==> src/rtl/uart_rx_os.sv <==
// uart_rx_os: oversampling UART receiver.
// A start edge is found on the oversample ticks. The start bit is confirmed at
// mid-bit. Each later bit (data, optional parity, stop) is sampled one full
// bit period after the previous sample.
// Optional feature: define UART_RX_PARITY_EN to add a parity bit between the
// data bits and the stop bit. PARITY_ODD selects the parity sense.
module uart_rx_os #(
  parameter int unsigned DATA_WIDTH = 8,
  parameter int unsigned OVERSAMPLE = 16,
  parameter int unsigned PARITY_ODD = 0
) (
  input  logic                  i_clk,
  input  logic                  i_reset,
  input  logic                  i_clk_rx,
  input  logic                  i_rxd,
  output logic [DATA_WIDTH-1:0] o_data,
  output logic                  o_valid,
  output logic                  o_frame_err,
  output logic                  o_parity_err,
  output logic                  o_busy
);

  localparam int unsigned CW = $clog2(OVERSAMPLE);
  localparam int unsigned BW = $clog2(DATA_WIDTH + 1);
  localparam logic [CW-1:0] HALF_M1  = CW'(OVERSAMPLE / 2 - 1);
  localparam logic [CW-1:0] FULL_M1  = CW'(OVERSAMPLE - 1);
  localparam logic [BW-1:0] LAST_BIT = BW'(DATA_WIDTH - 1);

`ifdef UART_RX_PARITY_EN
  localparam logic ODD_BIT = (PARITY_ODD != 0);
  typedef enum logic [2:0] {IDLE, START, DATA, PARITY, STOP} state_e;
`else
  typedef enum logic [2:0] {IDLE, START, DATA, STOP} state_e;
`endif

  state_e                  state_q, state_d;
  logic                    rxd_meta_q, rxd_q;
  logic                    prev_q, prev_d;
  logic [CW-1:0]           tick_cnt_q, tick_cnt_d;
  logic [BW-1:0]           bit_cnt_q, bit_cnt_d;
  logic [DATA_WIDTH-1:0]   shift_q, shift_d;
  logic [DATA_WIDTH-1:0]   data_q, data_d;
  logic                    valid_q, valid_d;
  logic                    ferr_q, ferr_d;
  logic                    perr_q, perr_d;
`ifdef UART_RX_PARITY_EN
  logic                    par_err_q, par_err_d;
`endif

  // Two-flop synchronizer on the serial line. It resets to the idle level.
  always_ff @(posedge i_clk or negedge i_reset) begin
    if (!i_reset) begin
      rxd_meta_q <= 1'b1;
      rxd_q      <= 1'b1;
    end else begin
      rxd_meta_q <= i_rxd;
      rxd_q      <= rxd_meta_q;
    end
  end

  // State and datapath registers.
  always_ff @(posedge i_clk or negedge i_reset) begin
    if (!i_reset) begin
      state_q    <= IDLE;
      prev_q     <= 1'b1;
      tick_cnt_q <= '0;
      bit_cnt_q  <= '0;
      shift_q    <= '0;
      data_q     <= '0;
      valid_q    <= 1'b0;
      ferr_q     <= 1'b0;
      perr_q     <= 1'b0;
`ifdef UART_RX_PARITY_EN
      par_err_q  <= 1'b0;
`endif
    end else begin
      state_q    <= state_d;
      prev_q     <= prev_d;
      tick_cnt_q <= tick_cnt_d;
      bit_cnt_q  <= bit_cnt_d;
      shift_q    <= shift_d;
      data_q     <= data_d;
      valid_q    <= valid_d;
      ferr_q     <= ferr_d;
      perr_q     <= perr_d;
`ifdef UART_RX_PARITY_EN
      par_err_q  <= par_err_d;
`endif
    end
  end

  // Next-state logic. It advances only on oversample ticks.
  // The pulse outputs default low, so each pulse lasts a single clock.
  always_comb begin
    state_d    = state_q;
    prev_d     = prev_q;
    tick_cnt_d = tick_cnt_q;
    bit_cnt_d  = bit_cnt_q;
    shift_d    = shift_q;
    data_d     = data_q;
    valid_d    = 1'b0;
    ferr_d     = 1'b0;
    perr_d     = 1'b0;
`ifdef UART_RX_PARITY_EN
    par_err_d  = par_err_q;
`endif
    if (i_clk_rx) begin
      prev_d     = rxd_q;
      tick_cnt_d = tick_cnt_q + 1'b1;
      case (state_q)
        IDLE: begin
          tick_cnt_d = '0;
          // Start only on a 1 -> 0 transition between ticks.
          // A line held low does not retrigger.
          if (!rxd_q && prev_q) begin
            state_d = START;
          end
        end
        START: begin
          if (tick_cnt_q == HALF_M1) begin
            tick_cnt_d = '0;
            bit_cnt_d  = '0;
`ifdef UART_RX_PARITY_EN
            par_err_d  = 1'b0;
`endif
            state_d    = rxd_q ? IDLE : DATA;
          end
        end
        DATA: begin
          if (tick_cnt_q == FULL_M1) begin
            tick_cnt_d = '0;
            shift_d    = {rxd_q, shift_q[DATA_WIDTH-1:1]};
            bit_cnt_d  = bit_cnt_q + 1'b1;
            if (bit_cnt_q == LAST_BIT) begin
`ifdef UART_RX_PARITY_EN
              state_d = PARITY;
`else
              state_d = STOP;
`endif
            end
          end
        end
`ifdef UART_RX_PARITY_EN
        PARITY: begin
          if (tick_cnt_q == FULL_M1) begin
            tick_cnt_d = '0;
            par_err_d  = (rxd_q != ((^shift_q) ^ ODD_BIT));
            state_d    = STOP;
          end
        end
`endif
        STOP: begin
          if (tick_cnt_q == FULL_M1) begin
            tick_cnt_d = '0;
            state_d    = IDLE;
            if (rxd_q) begin
              data_d  = shift_q;
              valid_d = 1'b1;
`ifdef UART_RX_PARITY_EN
              perr_d  = par_err_q;
`endif
            end else begin
              ferr_d = 1'b1;
            end
          end
        end
        default: begin
          state_d = IDLE;
        end
      endcase
    end
  end

  assign o_data       = data_q;
  assign o_valid      = valid_q;
  assign o_frame_err  = ferr_q;
  assign o_parity_err = perr_q;
  assign o_busy       = (state_q != IDLE);

endmodule

==> config.mk <==
export PLATFORM = sky130hd
export DESIGN_NAME = uart_rx_os
export DESIGN_NICKNAME = d
export VERILOG_FILES = /design/src/rtl/uart_rx_os.sv
export SDC_FILE = /design/constraint.sdc
export NUM_CORES = 1
export LEC_CHECK = 0
export CORE_MARGIN = 3
export CORE_UTILIZATION = 51
export DETAILED_ROUTE_END_ITERATION = 10
export GPL_ROUTABILITY_DRIVEN = 0
export PLACE_DENSITY_LB_ADDON = 0.2
export SLEW_MARGIN = 20
export SYNTH_ARGS = -nofsm -noshare
export SYNTH_HDL_FRONTEND = slang
export SYNTH_SLANG_ARGS = --single-unit
==> constraint.sdc <==
create_clock -name i_clk -period 2.75 [get_ports i_clk]
set_input_delay 0.55 -clock i_clk [delete_from_list [all_inputs] [get_ports i_clk]]
set_output_delay 0.55 -clock i_clk [all_outputs]
set_load 0.005 [all_outputs]
==> results_dict.tcl, run 1 <==
set metrics [dict create \
    worstPathMaxFanout 12 \
    critical_path_required_ns 2.20 \
    dp_hpwl_mm 1.60 \
    ys_ff_latch 31 \
    seq_area_frac_synth 0.549 \
    post-route-min-period_ns 2.19 \
    hold_class "register to register" \
    num-nets-final 143 \
    cts_buffer_depth 2 \
    coreArea_sq_um 2570 \
    post-route-util 0.645 \
    yosysTopAreaCell "dfrtp_1" \
    antenna_left 0 \
    grt_pass1_vias 869 \
    crit_path_end_kind "output port" \
    via_per_inst 5.33 \
    htreeDepth 2 \
    fin_ws_ns 0.557 \
    avgRoutedWirePerCell_microns 14.0 \
    hold_ws_ns 0.364 \
    pin_count 16 \
    pre_cts_ws_ns 0.536 \
    setup_tns_ns 0 \
    cts-root-buf "clkbuf_4" \
    grt_first_pass_wirelength_mm 3.92 \
    cp-start-kind "register" \
    rsz0062_at_grt "false" \
    status "completed" \
    syn_to_final_growth_pct 16.7 \
    synth_edf_count 0 \
    drt_pass1_iterations 4 \
    netlist_area_sq_um 1420 \
    criticalPathCategory "register to output port" \
    fillers 218 \
    dieArea_sq_um 3450 \
    timing.final.crit_share 0.797 \
    hold_buffers 0 \
    yosysTopAreaCellShare 0.494 \
    gr-total-overflow 0 \
    syn-num-nets 125 \
    grt_antenna_before_repair 0 \
    vdd_ir_drop_max_v 0.000478 \
    crit_slowest_cell "dfrtp_1" \
    initialDrtViolationCount 27 \
    vias 896 \
    drcViolationCount 0 \
    cts_tree "done" \
    final_layout_size_suffix_gt1_frac 0.246 \
    setup_violations 0 \
    cts.clk_slew.worst_paths_ns 0.10 \
    critPathMaxStageDelay_ns 0.59 \
    powerDensity_nw_per_um2 658 \
    postCtsSetupRepairBufs 0 \
    grt_use_total 0.153 \
    floorplan.rows 18 \
    finalHoldViolations 0 \
    cap_violations 0 \
    finalClockSkew_ns 0.0124 \
    floorplan.initialDensity 0.553 \
    avgSynthCellArea_sq_um 11.9 \
    clkLatencyLatePin_ns 0.33 \
    grt_max_degree 32 \
    yosysWarnings 0 \
    p_leak_nw 0.752 \
    finalMaxSlewViolations 0 \
    portBuffers 14 \
    ys_types 32 \
    clkSinkCount 31 \
    ys.flop_type "dfrtp_1" \
    synthArstFlopShare 1.00 \
    path_delay_family "flip-flops" \
    cts_resized 0 \
    die_x_microns 58.7 \
    max_freq_ghz 0.456 \
    drt_wl_total_mm 2.35 \
    arrival_ns 1.64 \
    cp_num_buf_inv 2 \
    netlist_instances 119 \
    die_y_microns 58.7 \
    antennaDiodeCount 0 \
    ys_top_cells_by_area "dfrtp_1, mux2_4, mux2_2, dfstp_2, o21ai_0" \
    numCtsBuffers 5 \
    path_cells "nor2_1 -> inv_1 -> clkdlybuf4s50_1" \
]
==> state kept, by name, indices dropped and copies added (netlist names) <==
| signal | count |
|---|---|
| bit_cnt_q | 4 |
| o_frame_err | 1 |
| rxd_q | 1 |
| prev_q | 1 |
| tick_cnt_q | 4 |
| o_valid | 1 |
| shift_q | 8 |
| state_q | 2 |
| rxd_meta_q | 1 |
| o_data | 8 |
==> cell usage after synthesis (2+ instances only) <==
cell / n
ha_1: 2
xnor2_1: 2
nor3_1: 4
nand2_1: 13
inv_1: 2
nor4b_1: 2
nand3_1: 5
nor2_1: 5
dfrtp_1: 28
and2_1: 2
dfstp_2: 3
o21ai_0: 10
nand2b_1: 3
buf_2: 2
and3_1: 2
mux2_4: 8
clkbuf_1: 2
mux2_2: 10
==> metrics by stage <==
step | instances | instance area (sq um) | total power (W)
floorplan | 119 | 1420 | 0.000726
global placement | 160 | 1580 | 0.000780
detailed placement | 160 | 1580 | 0.000791
CTS | 168 | 1660 | 0.00110
global route | 168 | 1660 | 0.00116
finish | 168 | 1660 | 0.00109
==> layout by cell type (no fill, tap or decap), drive strengths merged, types with 2 or more instances in the layout <==
cell           instances
buf                    3
nor4b                  2
clkdlybuf4s50         14
nand3                  5
nor3                   5
xnor2                  2
nor2                   5
and3                   2
inv                    2
mux2                  18
nand2b                 3
ha                     2
o21ai                 10
nand2                 13
clkbuf                 7
dfrtp                 28
dfstp                  3
and2                   3
==> cell families (layout without fill, tap and decap cells) <==
logic type	after synthesis	in the layout	share of synthesized area
XOR/XNOR	2	2	0.0123
AND/OR/NAND/NOR	40	40	0.151
adder cells (fa/ha/maj)	2	2	0.0176
AO/OA/AOI/OAI	16	16	0.0653
buffers and inverters	8	27	0.0309
multiplexers	19	19	0.171
flip-flops	31	31	0.549
other	1	1	0.00264
==> cell type report <==
cell class	instances	area, sq um	share of cell area
clock buffer	7	65.1	0.0393
clock inverter	1	7.51	0.00454
inverter	2	7.51	0.00454
multi-input combinational	80	596	0.360
sequential	31	779	0.471
tap	30	37.5	0.0227
timing repair buffer	17	163	0.0983
==> power by group <==
group	switching [W]	leakage [nW]	internal, W	total (W)
Sequential	0.0000844	0.412	0.000502	0.000587
Clock	0.000159	0.0375	0.000149	0.000309
Combinational	0.000103	0.303	0.0000904	0.000193
Total	0.000346	0.752	0.000742	0.00109
==> routing by layer <==
| metal | up-vias | global-route usage | routed length, microns |
|---|---|---|---|
| met5 | - | 0 | 0 |
| met4 | 0 | 0.0680 | 37 |
| met3 | 5 | 0.0461 | 104 |
| met2 | 16 | 0.230 | 1020 |
| met1 | 425 | 0.204 | 1180 |
| li1 | 450 | - | - |
==> final timing paths <==
check / start / end / slack (ns) / depth (start not counted)
max in group asynchronous: i_reset / rxd_meta_q / 1.82 / 2
hold / removal: rxd_meta_q / rxd_q / 0.36 / 0
min in group asynchronous: i_reset / tick_cnt_q[2] / 0.59 / 2
setup / recovery: state_q[0] / o_busy / 0.56 / 3
hold reg to reg: rxd_meta_q / rxd_q / 0.36 / 0
setup reg to reg: tick_cnt_q[0] / o_data[6] / 0.87 / 6
Power figures use the tool's default switching activity.
==> run 2: changes to the inputs <==
--- a/config.mk
+++ b/config.mk
@@ -6,7 +6,7 @@
 export NUM_CORES = 1
 export LEC_CHECK = 0
 export CORE_MARGIN = 3
-export CORE_UTILIZATION = 51
+export CORE_UTILIZATION = 49
 export DETAILED_ROUTE_END_ITERATION = 10
 export GPL_ROUTABILITY_DRIVEN = 0
 export PLACE_DENSITY_LB_ADDON = 0.2
==> constraint.sdc (replaced) <==
create_clock -name i_clk -period 2 [get_ports i_clk]
set_input_delay 0.4 -clock i_clk [delete_from_list [all_inputs] [get_ports i_clk]]
set_output_delay 0.4 -clock i_clk [all_outputs]
set_load 0.005 [all_outputs]
==> results_dict.tcl, run 2 (same netlist as run 1, synthesis figures left out) <==
set metrics [dict create \
    status "completed" \
    final_cells 171 \
    timing.final.crit_share 0.928 \
    dieArea_sq_um 3580 \
    vdd_ir_drop_max_v 0.000786 \
    num-nets-final 146 \
    worstPathMaxFanout 9 \
    layout_common_cells "dfrtp_1, clkdlybuf4s50_1, nand2_1, mux2_2, o21ai_0" \
    antennaDiodeCount 0 \
    numCtsBuffers 5 \
    final_layout_size_suffix_gt1_frac 0.277 \
    p_sw_frac 0.303 \
    final_common_cell "dfrtp_1" \
    post-route-min-period_ns 1.86 \
    grt_use_total 0.156 \
    seq_power_share 0.487 \
    finalMaxSlewViolations 0 \
    grt_antenna_before_repair 0 \
    die_y_microns 59.8 \
    powerDensity_nw_per_um2 940 \
    finalInstanceArea_sq_um 1720 \
    timing.rr.start "tick_cnt_q[0]" \
    p_switching_w 0.000489 \
    portBuffers 14 \
    hold_start "rxd_meta_q" \
    pre_cts_ws_ns -0.0898 \
    grt_first_pass_wirelength_mm 4.05 \
    max_freq_ghz 0.539 \
    via_per_inst 5.49 \
    crit_start "state_q[1]" \
    rsz0062_at_grt "false" \
    cts_buffer_depth 2 \
    p_comb_frac 0.199 \
    placed_area_sq_um 1630 \
    clkSinkCount 31 \
    die_x_microns 59.8 \
    dp_cells 163 \
    cts-root-buf "clkbuf_4" \
    finalClockSkew_ns 0.0103 \
    pin_count 16 \
    coreArea_sq_um 2610 \
    arrival_ns 1.46 \
    floorplan.rows 18 \
    drt_wl_total_mm 2.46 \
    cts_tree "done" \
    cp-start-kind "register" \
    intPower_w 0.00113 \
    hold_ws_ns 0.362 \
    crit_path_end_kind "output port" \
    cts.clk_slew.worst_paths_ns 0.10 \
    finalHoldViolations 0 \
    worst_pin_slew_ns 0.530 \
    htreeDepth 2 \
    dp_hpwl_mm 1.76 \
    vias 939 \
    initialDrtViolationCount 22 \
    postCtsSetupRepairBufs 0 \
    grt_max_degree 32 \
    gr-total-overflow 0 \
    antenna_left 0 \
    drt_pass1_iterations 4 \
    maxSlewHeadroom 0.643 \
    criticalPathCategory "register to output port" \
    cap_violations 0 \
    critical_path_required_ns 1.60 \
    avgRoutedWirePerCell_microns 14.4 \
    clkLatencyLatePin_ns 0.33 \
    setup_violations 0 \
    hold_class "register to register" \
    fillers 203 \
    fin_ws_ns 0.143 \
    floorplan.initialDensity 0.543 \
    drcViolationCount 0 \
    p_leak_nw 0.781 \
    grt_pass1_vias 920 \
    syn_to_final_growth_pct 21.3 \
    clockPowerShare 0.314 \
]
run 2: stage by stage:
stage / util / setup TNS [ns] / power (W)
6_report: 0.659 / 0 / 0.00162
5_1_grt: 0.659 / 0 / 0.00173
4_1_cts: 0.657 / 0 / 0.00162
3_5_place_dp: 0.624 / -0.648 / 0.00111
3_3_place_gp: 0.624 / -0.315 / 0.00109
2_1_floorplan: - / 0 / 0.000998
run 2: cell type report:
type / instances / area (sq um) / share of cell area
tap: 30 / 37.5 / 0.0218
inverter: 2 / 7.51 / 0.00436
multi-input combinational: 80 / 598 / 0.348
clock inverter: 2 / 35.0 / 0.0204
timing repair buffer: 20 / 210 / 0.122
clock buffer: 6 / 51.3 / 0.0298
sequential: 31 / 781 / 0.454
run 2: worst paths after layout:
path	to	slack, ns	cells past startpoint
setup / recovery	o_busy	0.14	3
hold / removal	rxd_q	0.36	0
setup reg to reg	o_data[4]	0.16	6
hold reg to reg	rxd_q	0.36	0
max in group asynchronous	rxd_q	1.24	2
min in group asynchronous	o_data[0]	0.44	2
run 2: power groups by stage:
stage          Sequential (W)  Combinational, W  Clock (W)
5_1_grt              0.000801          0.000368   0.000557
2_1_floorplan        0.000737          0.000261          0
3_5_place_dp         0.000790          0.000322          0
3_3_place_gp         0.000785          0.000301          0
6_report             0.000788          0.000321   0.000508
4_1_cts              0.000777          0.000323   0.000524
run 2: per-layer routing:
layer  vias to the layer above  GRT usage  routed length, microns
li1                        455          -                       -
met1                       458      0.204                    1190
met2                        21      0.224                    1130
met3                         5     0.0648                     110
met4                         0     0.0696                      32
met5                         -          0                       0
run 2: repair_timing:
item / in CTS / in global routing
gates resized for setup: 0 / 2
hold buffers: 0 / 0
setup endpoints to repair: 0 / 1
run 2: critical path, stage by stage (launching register included):
cell	delay, ns
dfrtp_2	0.48
nor2_2	0.14
inv_1	0.07
clkdlybuf4s50_1	0.44
